**config.mk**
```make
export PLATFORM = sky130hd
export DESIGN_NAME = uart_tx_engine
export DESIGN_NICKNAME = d
export VERILOG_FILES = /design/src/rtl/uart_tx_engine.sv
export SDC_FILE = /design/constraint.sdc
export NUM_CORES = 1
export LEC_CHECK = 0
export CAP_MARGIN = 20
export CORE_MARGIN = 4
export CORE_UTILIZATION = 35
export DETAILED_ROUTE_END_ITERATION = 8
export PLACE_DENSITY = 0.55
export SYNTH_ARGS = -nofsm -noshare
export SYNTH_HDL_FRONTEND = slang
export SYNTH_SLANG_ARGS = --single-unit
```
**constraint.sdc**
```tcl
create_clock -name clk_i -period 3.9 [get_ports clk_i]
set_clock_uncertainty 0.1 [all_clocks]
set_input_delay 0.78 -clock clk_i [delete_from_list [all_inputs] [get_ports clk_i]]
set_output_delay 0.78 -clock clk_i [all_outputs]
set_load 0.1 [all_outputs]
```
**src/rtl/uart_tx_engine.sv**
```systemverilog
// uart_tx_engine
// UART transmitter with an internal transmit FIFO. Bytes are accepted on a
// valid/ready handshake, queued, and serialised LSB first as
// start / DATA_BITS data / optional parity / one or two stop bits.
// Parity mode, stop-bit count and bit divisor are sampled once per frame,
// when the frame's byte is popped, so they may change freely between frames.
//
// Ports
//   clk_i         system clock
//   rst_i         asynchronous active-low reset
//   din_i         byte to transmit (only the low DATA_BITS bits are sent)
//   din_valid_i   push request
//   din_ready_o   FIFO not full; a push happens on din_valid_i && din_ready_o
//   tx_en_i       when low no new frame starts; a frame in flight completes
//   parity_i      000 none, 001 odd, 010 even, 100 zero, 101 one, else none
//   stopbits_i    0 = one stop bit, 1 = two stop bits
//   divisor_i     clock cycles per bit; 0 behaves as 1
//   tx_o          serial line, idle high
//   busy_o        a frame is in progress
//   fifo_count_o  current FIFO occupancy
module uart_tx_engine #(
    parameter int DATA_BITS  = 8,
    parameter int FIFO_DEPTH = 16,
    parameter int DIV_WIDTH  = 24
) (
    input  logic                          clk_i,
    input  logic                          rst_i,
    input  logic [7:0]                    din_i,
    input  logic                          din_valid_i,
    output logic                          din_ready_o,
    input  logic                          tx_en_i,
    input  logic [2:0]                    parity_i,
    input  logic                          stopbits_i,
    input  logic [DIV_WIDTH-1:0]          divisor_i,
    output logic                          tx_o,
    output logic                          busy_o,
    output logic [$clog2(FIFO_DEPTH):0]   fifo_count_o
);

    localparam int                   AW        = $clog2(FIFO_DEPTH);
    localparam logic [7:0]           DATA_MASK = 8'((1 << DATA_BITS) - 1);
    localparam logic [2:0]           IDX_LAST  = 3'(DATA_BITS - 1);
    localparam logic [DIV_WIDTH-1:0] DIV_ONE   = DIV_WIDTH'(1);
    localparam logic [AW:0]          PTR_ONE   = (AW + 1)'(1);

    typedef enum logic [2:0] {
        S_IDLE,
        S_START,
        S_DATA,
        S_PARITY,
        S_STOP1,
        S_STOP2
    } state_t;

    // ------------------------------------------------------------------
    // Transmit FIFO: pointers carry one extra MSB so full and empty differ
    // ------------------------------------------------------------------
    logic [7:0]  fifo_mem [FIFO_DEPTH];
    logic [AW:0] wr_ptr_q, rd_ptr_q;
    logic        fifo_full, fifo_empty;
    logic        push, pop;
    logic        has_data_q;
    logic [7:0]  fifo_head;

    assign fifo_empty  = (wr_ptr_q == rd_ptr_q);
    assign fifo_full   = (wr_ptr_q[AW] != rd_ptr_q[AW]) &&
                         (wr_ptr_q[AW-1:0] == rd_ptr_q[AW-1:0]);
    // No bypass: a full FIFO refuses a push even when a pop happens alongside.
    assign push        = din_valid_i && !fifo_full;
    assign din_ready_o = !fifo_full;
    assign fifo_count_o = wr_ptr_q - rd_ptr_q;
    assign fifo_head   = fifo_mem[rd_ptr_q[AW-1:0]];

    // NOTE: storage carries no reset; the pointers alone define which entries
    // are valid, so clearing the array would only add reset fan-out.
    always_ff @(posedge clk_i) begin
        if (push) begin
            fifo_mem[wr_ptr_q[AW-1:0]] <= din_i & DATA_MASK;
        end
    end

    // NOTE: state registers use non-blocking assignments so every flop samples
    // the pre-edge values regardless of block ordering.
    always_ff @(posedge clk_i or negedge rst_i) begin
        if (!rst_i) begin
            wr_ptr_q   <= '0;
            rd_ptr_q   <= '0;
            has_data_q <= 1'b0;
        end else begin
            if (push) wr_ptr_q <= wr_ptr_q + PTR_ONE;
            if (pop)  rd_ptr_q <= rd_ptr_q + PTR_ONE;
            // Registered occupancy flag: a freshly written entry becomes
            // eligible for transmission one cycle after it lands.
            has_data_q <= !fifo_empty;
        end
    end

    // ------------------------------------------------------------------
    // Frame serialiser
    // ------------------------------------------------------------------
    state_t               state_q, state_d;
    logic [DIV_WIDTH-1:0] timer_q, timer_d;
    logic [DIV_WIDTH-1:0] div_q, div_d;
    logic [2:0]           idx_q, idx_d;
    logic [7:0]           shift_q, shift_d;
    logic                 par_en_q, par_en_d;
    logic                 par_bit_q, par_bit_d;
    logic                 stop2_q, stop2_d;
    logic                 tx_q, tx_d;
    logic                 frame_end;
    logic                 start_ok;

    // The fifo_empty term keeps a stale has_data_q from popping an empty FIFO.
    assign start_ok = tx_en_i && has_data_q && !fifo_empty;

    always_ff @(posedge clk_i or negedge rst_i) begin
        if (!rst_i) begin
            state_q   <= S_IDLE;
            timer_q   <= '0;
            div_q     <= DIV_ONE;
            idx_q     <= '0;
            shift_q   <= '0;
            par_en_q  <= 1'b0;
            par_bit_q <= 1'b0;
            stop2_q   <= 1'b0;
            tx_q      <= 1'b1;
        end else begin
            state_q   <= state_d;
            timer_q   <= timer_d;
            div_q     <= div_d;
            idx_q     <= idx_d;
            shift_q   <= shift_d;
            par_en_q  <= par_en_d;
            par_bit_q <= par_bit_d;
            stop2_q   <= stop2_d;
            tx_q      <= tx_d;
        end
    end

    // NOTE: every signal driven here gets a default first, so no path can
    // leave one unassigned and infer a latch.
    always_comb begin
        state_d   = state_q;
        timer_d   = timer_q;
        div_d     = div_q;
        idx_d     = idx_q;
        shift_d   = shift_q;
        par_en_d  = par_en_q;
        par_bit_d = par_bit_q;
        stop2_d   = stop2_q;
        tx_d      = tx_q;
        pop       = 1'b0;
        frame_end = 1'b0;

        if (state_q == S_IDLE) begin
            frame_end = 1'b1;
        end else if (timer_q != '0) begin
            timer_d = timer_q - DIV_ONE;
        end else begin
            timer_d = div_q - DIV_ONE;
            unique case (state_q)
                S_START: begin
                    state_d = S_DATA;
                    idx_d   = '0;
                    tx_d    = shift_q[0];
                end
                S_DATA: begin
                    if (idx_q == IDX_LAST) begin
                        state_d = par_en_q ? S_PARITY : S_STOP1;
                        tx_d    = par_en_q ? par_bit_q : 1'b1;
                    end else begin
                        idx_d   = idx_q + 3'd1;
                        shift_d = shift_q >> 1;
                        tx_d    = shift_q[1];
                    end
                end
                S_PARITY: begin
                    state_d = S_STOP1;
                    tx_d    = 1'b1;
                end
                S_STOP1: begin
                    if (stop2_q) begin
                        state_d = S_STOP2;
                        tx_d    = 1'b1;
                    end else begin
                        frame_end = 1'b1;
                    end
                end
                S_STOP2: frame_end = 1'b1;
                default: state_d = S_IDLE;
            endcase
        end

        // Idle or end of frame: start the next frame directly when allowed,
        // latching the configuration it will use for its whole duration.
        if (frame_end) begin
            if (start_ok) begin
                pop      = 1'b1;
                state_d  = S_START;
                tx_d     = 1'b0;
                shift_d  = fifo_head;
                idx_d    = '0;
                stop2_d  = stopbits_i;
                div_d    = (divisor_i == '0) ? DIV_ONE : divisor_i;
                timer_d  = div_d - DIV_ONE;
                unique case (parity_i)
                    3'b001:  begin par_en_d = 1'b1; par_bit_d = ~^fifo_head; end
                    3'b010:  begin par_en_d = 1'b1; par_bit_d = ^fifo_head;  end
                    3'b100:  begin par_en_d = 1'b1; par_bit_d = 1'b0;        end
                    3'b101:  begin par_en_d = 1'b1; par_bit_d = 1'b1;        end
                    default: begin par_en_d = 1'b0; par_bit_d = 1'b0;        end
                endcase
            end else begin
                state_d = S_IDLE;
                tx_d    = 1'b1;
            end
        end
    end

    assign tx_o   = tx_q;
    assign busy_o = (state_q != S_IDLE);

endmodule

```
==> results by group, run 1 <==
Outcome
  – Outcome: completed

Detailed routing
  – Post-route DRC: 0
  – DR vias/cell: 5.25
  – WL/cell: 18.3 um
  – Number of routed nets with antenna violations: 0
  – DR iter-0 viols: 571
  – First-pass iteration count of the detailed router: 5
  – Routed via count: 7198
  – Final wirelength: 25000 um

Place
  – Cell Area, Placed: 11400 um2
  – # port buffers: 47
  – DPL Wire Length: 17000 um
  – Final GP Congestion: 0.809
  – Dpl cells: 1326
  – Place WS: 0.0303 ns

Floorplan
  – Die width: 178 um
  – Die area: 31800 um2
  – # IOs: 48
  – Core area: 28600 um2
  – Die height: 178 um
  – Effective utilization at floorplan: 0.355
  – Cell row count: 62

Setup path
  – WP depth: 11
  – Critical path peak fanout: 5
  – Worst Setup SP: timer_q[20]$_DFF_PN0_
  – Worst path max stage delay: 0.56 ns
  – FF-to-FF path depth: 11
  – CP arrival: 3.91 ns
  – Critical path, cell by cell: or4_4 -> nand4b_4 -> nor2_8 -> a21oi_1 -> ha_1 -> or3b_1 -> or3_4 -> a2111oi_0 -> mux2_2 -> a221oi_1 -> a31oi_1
  – R2R Setup Slk: 0.26 ns
  – Worst setup endpoint: timer_q[8]$_DFF_PN0_
  – RR Startpoint: timer_q[20]$_DFF_PN0_
  – CP Launch Type: flip-flop
  – Crit path buf inv count: 0
  – Crit Path Class: reg2reg
  – Critical Path End Type: flip-flop
  – Req. time, crit path: 4.16 ns
  – Largest delay share family, worst path: simple AND/OR/NAND/NOR gates
  – Reg-to-Reg End: timer_q[8]$_DFF_PN0_
  – Slowest cell on crit path: a2111oi_0

GRT
  – Met2 usage: 0.245
  – GRT met1 Usage: 0.235
  – Vias in the first global route: 6949
  – Total congestion overflow: 0
  – Top Usage Layer GRT: met2
  – First-pass GRT wire length: 39500 um
  – Gr usage total: 0.158
  – Met3 Use GR: 0.0197
  – Largest net degree at the start of global routing: 51
  – Antenna violations before repair: 0

Finish
  – Layout area overhead: 20.4%
  – Leading cell type in the layout, fill and taps excluded: nand2_1
  – Final Cell Area: 12200 um2
  – # diodes: 0
  – Finished Core Util: 0.427
  – Filler instances: 2706
  – Non-Filler Instances: 1372
  – Final Net Count: 1023
  – Most frequent cells in the layout: nand2_1 (135), edfxtp_1 (128), dfrtp_1 (73)
  – Layout cells sized above 1: 0.165

Power and ir drop
  – Power Density: 482 nW/um2
  – VDD IR max: 699 uV
  – Total power: 5.89 mW
  – Leakage: 4.49 nW

Synthesis
  – Register area share after synthesis: 0.569
  – Synth Register Bits: 205
  – Syn Nets: 930
  – Cells after Synth: 877
  – Avg Inst Size Synth: 11.6 um2
  – Synth Flop Type: edfxtp_1
  – Mapped cell area: 10200 um2
  – Synth unique cells: 77
  – Number of synthesized flops with an enable pin: 128
  – Ys async rst share: 0.376
  – Synth warn: 0

STA
  – Max_slew headroom: 0.353
  – Worst-margin pin slew: 0.968 ns
  – Maximum clock frequency: 274 MHz
  – Hold_ws: 0.145 ns
  – Finish-stage setup viols: 0
  – Setup WS post-layout: 0.256 ns
  – Final hold vios: 0
  – Min Tclk post-route: 3.64 ns
  – Max-slew violation count: 0
  – Unrepaired setup endpoints after global routing: no
  – Fin crit share: 0.934
  – Final TNS setup: 0 ns

Clock network
  – Clock buffer depth: 3
  – H-tree levels: 1
  – Sinks on Clock Net: 205
  – CTS Hold Bufs: 0
  – Clock-pin slew on the worst setup and hold paths: 0.06 ns
  – CTS tree: done
  – CTS buffer count: 24
  – Worst skew pair latency: 0.53 ns
  – Root buf cell: clkbuf_16

Hold path
  – Worst min-delay path category: in2async

Run
  – Max cap viols: 0
## layout make-up
class | instances | area, um2 | area share
well taps | 384 | 480 | 0.0393
repair buffers | 112 | 976 | 0.0799
clock buffers | 31 | 627 | 0.0513
multi-input cells | 605 | 4090 | 0.335
inverters | 22 | 82.6 | 0.00676
flip-flops and latches | 205 | 5780 | 0.473
clock inverters | 13 | 186 | 0.0153
## metal layers
metal  vias up  part of all wire
li1       3439                 -
met1      3545              0.48
met2       183              0.45
met3        31             0.048
met4         0             0.020
met5         -                 0
## worst min-delay path by stage
stage / from / end / slack [ns] / cells after the start
floorplan: stop2_q$_DFFE_PN0P_ / stop2_q$_DFFE_PN0P_ / 0.35 / 2
global placement: wr_ptr_q[4]$_DFFE_PN0P_ / wr_ptr_q[4]$_DFFE_PN0P_ / 0.38 / 1
detailed placement: wr_ptr_q[4]$_DFFE_PN0P_ / wr_ptr_q[4]$_DFFE_PN0P_ / 0.38 / 1
CTS: rst_i / wr_ptr_q[0]$_DFFE_PN0P_ / 0.16 / 1
global route: rst_i / par_en_q$_DFFE_PN0P_ / 0.20 / 1
finish: rst_i / par_en_q$_DFFE_PN0P_ / 0.15 / 1
## sequential cells by signal, indices dropped and copies added, names as in the netlist
signal	count
div_q	24
fifo_mem	128
has_data_q	1
idx_q	3
par_bit_q	1
par_en_q	1
rd_ptr_q	5
shift_q	8
state_q	3
stop2_q	1
timer_q	24
tx_o	1
wr_ptr_q	5
## synth_stat cells, drive strengths merged, types with 8 or more instances
master	number	area, um2
a21oi	43	215
a22oi	27	203
a31oi	18	113
buf	25	153
clkbuf	20	75.1
dfrtp	75	1880
edfxtp	128	3840
ha	12	150
inv	22	82.6
mux2i	33	330
mux4	16	360
nand2	137	519
nand2b	8	50.1
nor2	73	303
nor3	21	110
o21ai	41	205
o311ai	8	70.1
or3	11	73.8
or4	9	71.3
xnor2	30	263
xor2	11	96.3
## power breakdown
part | switching [mW] | internal [mW] | total [mW]
Combinational | 0.706 | 0.341 | 1.05
Clock | 0.892 | 1.41 | 2.30
Sequential | 0.0693 | 2.48 | 2.55
Total | 1.67 | 4.22 | 5.89
## kinds of logic after synthesis
kind of cell,Yosys count,share of synthesized area
DFF,205,0.569
and+or+nand+nor,313,0.156
buffers and inverters,67,0.0306
adders and majority gates,13,0.0168
muxes,52,0.0714
AOI/OAI and AO/OA,186,0.122
xor gates and xnor gates,41,0.0354
## what timing repair did
action / 4_1_cts / 5_1_grt
gates resized for setup: 0 / 5
setup endpoints to repair: 0 / 4
buffers inserted: 0 / 2
No activity file was read; power rests on OpenSTA's default activity.
==> run 2: changes to the inputs <==
- PLACE_DENSITY: 0.55 -> 0.53
- clock period: 3.9 -> 3.96 ns (I/O delays scaled with it)
==> run 2 against run 1 <==
Sequential share of layout area is 0.38 points higher. Non-clock buffer count is 8 lower. Critical path type unchanged. Largest cell class unchanged. Global-route usage hardly changed. Power is 2.7% lower. Largest power group unchanged.
==> results by group, run 2 (synthesis gave the netlist of run 1 again) <==
Outcome
  – Outcome: completed

Floorplan
  – # IOs: 48
  – Die width: 178 um
  – Die area: 31800 um2
  – Cell row count: 62
  – Die height: 178 um
  – Core area: 28600 um2
  – Effective utilization at floorplan: 0.355

Detailed routing
  – First-pass iteration count of the detailed router: 5
  – DR iter-0 viols: 498
  – Final wirelength: 25000 um
  – Met3 wire length: 1140 um
  – Met2 wire length: 10900 um
  – WL/cell: 18.4 um
  – M1 WL: 12500 um
  – Routed via count: 7137
  – Max layer used: met4
  – Post-route DRC: 0
  – DR vias/cell: 5.24
  – Number of routed nets with antenna violations: 0

STA
  – Finish-stage setup viols: 0
  – Final hold vios: 0
  – Unrepaired setup endpoints after global routing: yes
  – Maximum clock frequency: 269 MHz
  – Fin crit share: 0.940
  – Max-slew violation count: 0
  – Worst-margin pin slew: 0.969 ns
  – Max_slew headroom: 0.352
  – Min Tclk post-route: 3.72 ns

Run
  – Max cap viols: 0

GRT
  – Antenna violations before repair: 0
  – Gr usage total: 0.157
  – First-pass GRT wire length: 39400 um
  – Vias in the first global route: 6856
  – Total congestion overflow: 0
  – Largest net degree at the start of global routing: 66

Setup path
  – Reg-to-Reg End: timer_q[8]$_DFF_PN0_
  – CP arrival: 4.01 ns
  – R2R Setup Slk: 0.24 ns
  – FF-to-FF path depth: 11
  – CP Launch Type: flip-flop
  – Worst setup endpoint: timer_q[8]$_DFF_PN0_
  – Critical path peak fanout: 5
  – Req. time, crit path: 4.25 ns
  – Worst Setup SP: timer_q[19]$_DFF_PN0_
  – RR Startpoint: timer_q[19]$_DFF_PN0_
  – Critical Path End Type: flip-flop
  – Crit Path Class: reg2reg

Clock network
  – Post-CTS Setup Bufs: 0
  – Worst skew pair latency: 0.53 ns
  – Clock buffer depth: 3
  – Sinks on Clock Net: 205
  – CTS buffer count: 25
  – CTS Hold Bufs: 0
  – Root buf cell: clkbuf_16
  – CTS tree: done
  – Clock-pin slew on the worst setup and hold paths: 0.06 ns
  – H-tree levels: 1
  – CTS resizes: 0

Finish
  – Layout cells sized above 1: 0.160
  – Largest register FFs: 128
  – Layout area overhead: 19.4%
  – Leading cell type in the layout, fill and taps excluded: nand2_1
  – Most frequent cells in the layout: nand2_1 (134), edfxtp_1 (128), dfrtp_1 (74)
  – Final Cell Area: 12100 um2
  – Final Net Count: 1016
  – # diodes: 0

Power and ir drop
  – Power Density: 473 nW/um2
  – Internal power: 4.09 mW
  – Leakage: 4.45 nW
  – Total power: 5.74 mW
  – Logic pwr share: 0.172
  – Register share of total power: 0.438
  – VDD IR max: 935 uV
  – Sw Share: 0.286
  – Clk network pwr share: 0.390
  – NetSw: 1.64 mW

Place
  – Cell Area, Placed: 11300 um2
  – # port buffers: 47
  – Final GP Congestion: 0.831
  – DPL Wire Length: 17000 um

Hold path
  – Worst min-delay path category: in2async
## run 2: cell count changes in the layout (fill, tap and decap cells not counted), sizes merged
| cell | previous run | this run |
|---|---|---|
| inv | 22 | 24 |
| bufinv | 4 | 3 |
| buf | 73 | 65 |
| clkbuf | 31 | 28 |
| clkinv | 8 | 9 |
| clkinvlp | 1 | 0 |
## run 2: worst min path at each step
| stage | start | end | cells after the start |
|---|---|---|---|
| floorplan | stop2_q$_DFFE_PN0P_ | stop2_q$_DFFE_PN0P_ | 2 |
| global placement | wr_ptr_q[4]$_DFFE_PN0P_ | wr_ptr_q[4]$_DFFE_PN0P_ | 1 |
| detailed placement | stop2_q$_DFFE_PN0P_ | stop2_q$_DFFE_PN0P_ | 2 |
| CTS | rst_i | par_bit_q$_DFFE_PN0P_ | 1 |
| global route | rst_i | div_q[4]$_DFFE_PN0P_ | 1 |
| finish | rst_i | timer_q[2]$_DFF_PN0_ | 1 |
## run 2: critical path: stages, from the launching register on
cell and delay [ns]:
dfrtp_1 0.41, or4_4 0.18, nand4b_4 0.18, nor2_8 0.06, a21oi_1 0.19, ha_1 0.22
or3b_1 0.42, or3_1 0.42, a2111oi_0 0.61, mux2_2 0.40, a221oi_1 0.33, a31oi_1 0.08
## run 2: final cells by class
| class | count | area (um2) |
|---|---|---|
| fill | 2687 | 16500 |
| sequential | 205 | 5770 |
| multi-input combinational | 605 | 4080 |
| timing repair buffer | 104 | 903 |
| clock buffer | 28 | 637 |
| tap | 384 | 480 |
| clock inverter | 14 | 161 |
| inverter | 22 | 82.6 |
## run 2: layer usage
metal  vias up  track usage
met1      3533        0.243
met3        31       0.0233
met2       149        0.234
met5         -            0
met4         0       0.0352
li1       3424            -
## run 2: power by group through the flow
stage | combinational (mW) | sequential, mW | clock [mW]
after global placement | 0.998 | 2.55 | 0
after global routing | 1.06 | 2.52 | 2.39
final | 0.989 | 2.51 | 2.24
after floorplan | 0.667 | 2.52 | 0
after CTS | 1.01 | 2.51 | 2.30
after detailed placement | 0.999 | 2.55 | 0
## run 2: metrics by stage
| step | TNS [ns] | setup WS [ns] | util | cells | hold slack, ns |
|---|---|---|---|---|---|
| 4_1_cts | 0 | 0.149 | 0.423 | 1362 | 0.316 |
| 2_1_floorplan | 0 | 0.117 | - | 877 | 0.346 |
| 3_5_place_dp | 0 | 0.0170 | 0.395 | 1320 | 0.377 |
| 3_3_place_gp | 0 | 0.0625 | 0.395 | 1320 | 0.376 |
| 5_1_grt | -0.0873 | -0.0500 | 0.423 | 1362 | 0.342 |
| 6_report | 0 | 0.237 | 0.423 | 1362 | 0.276 |
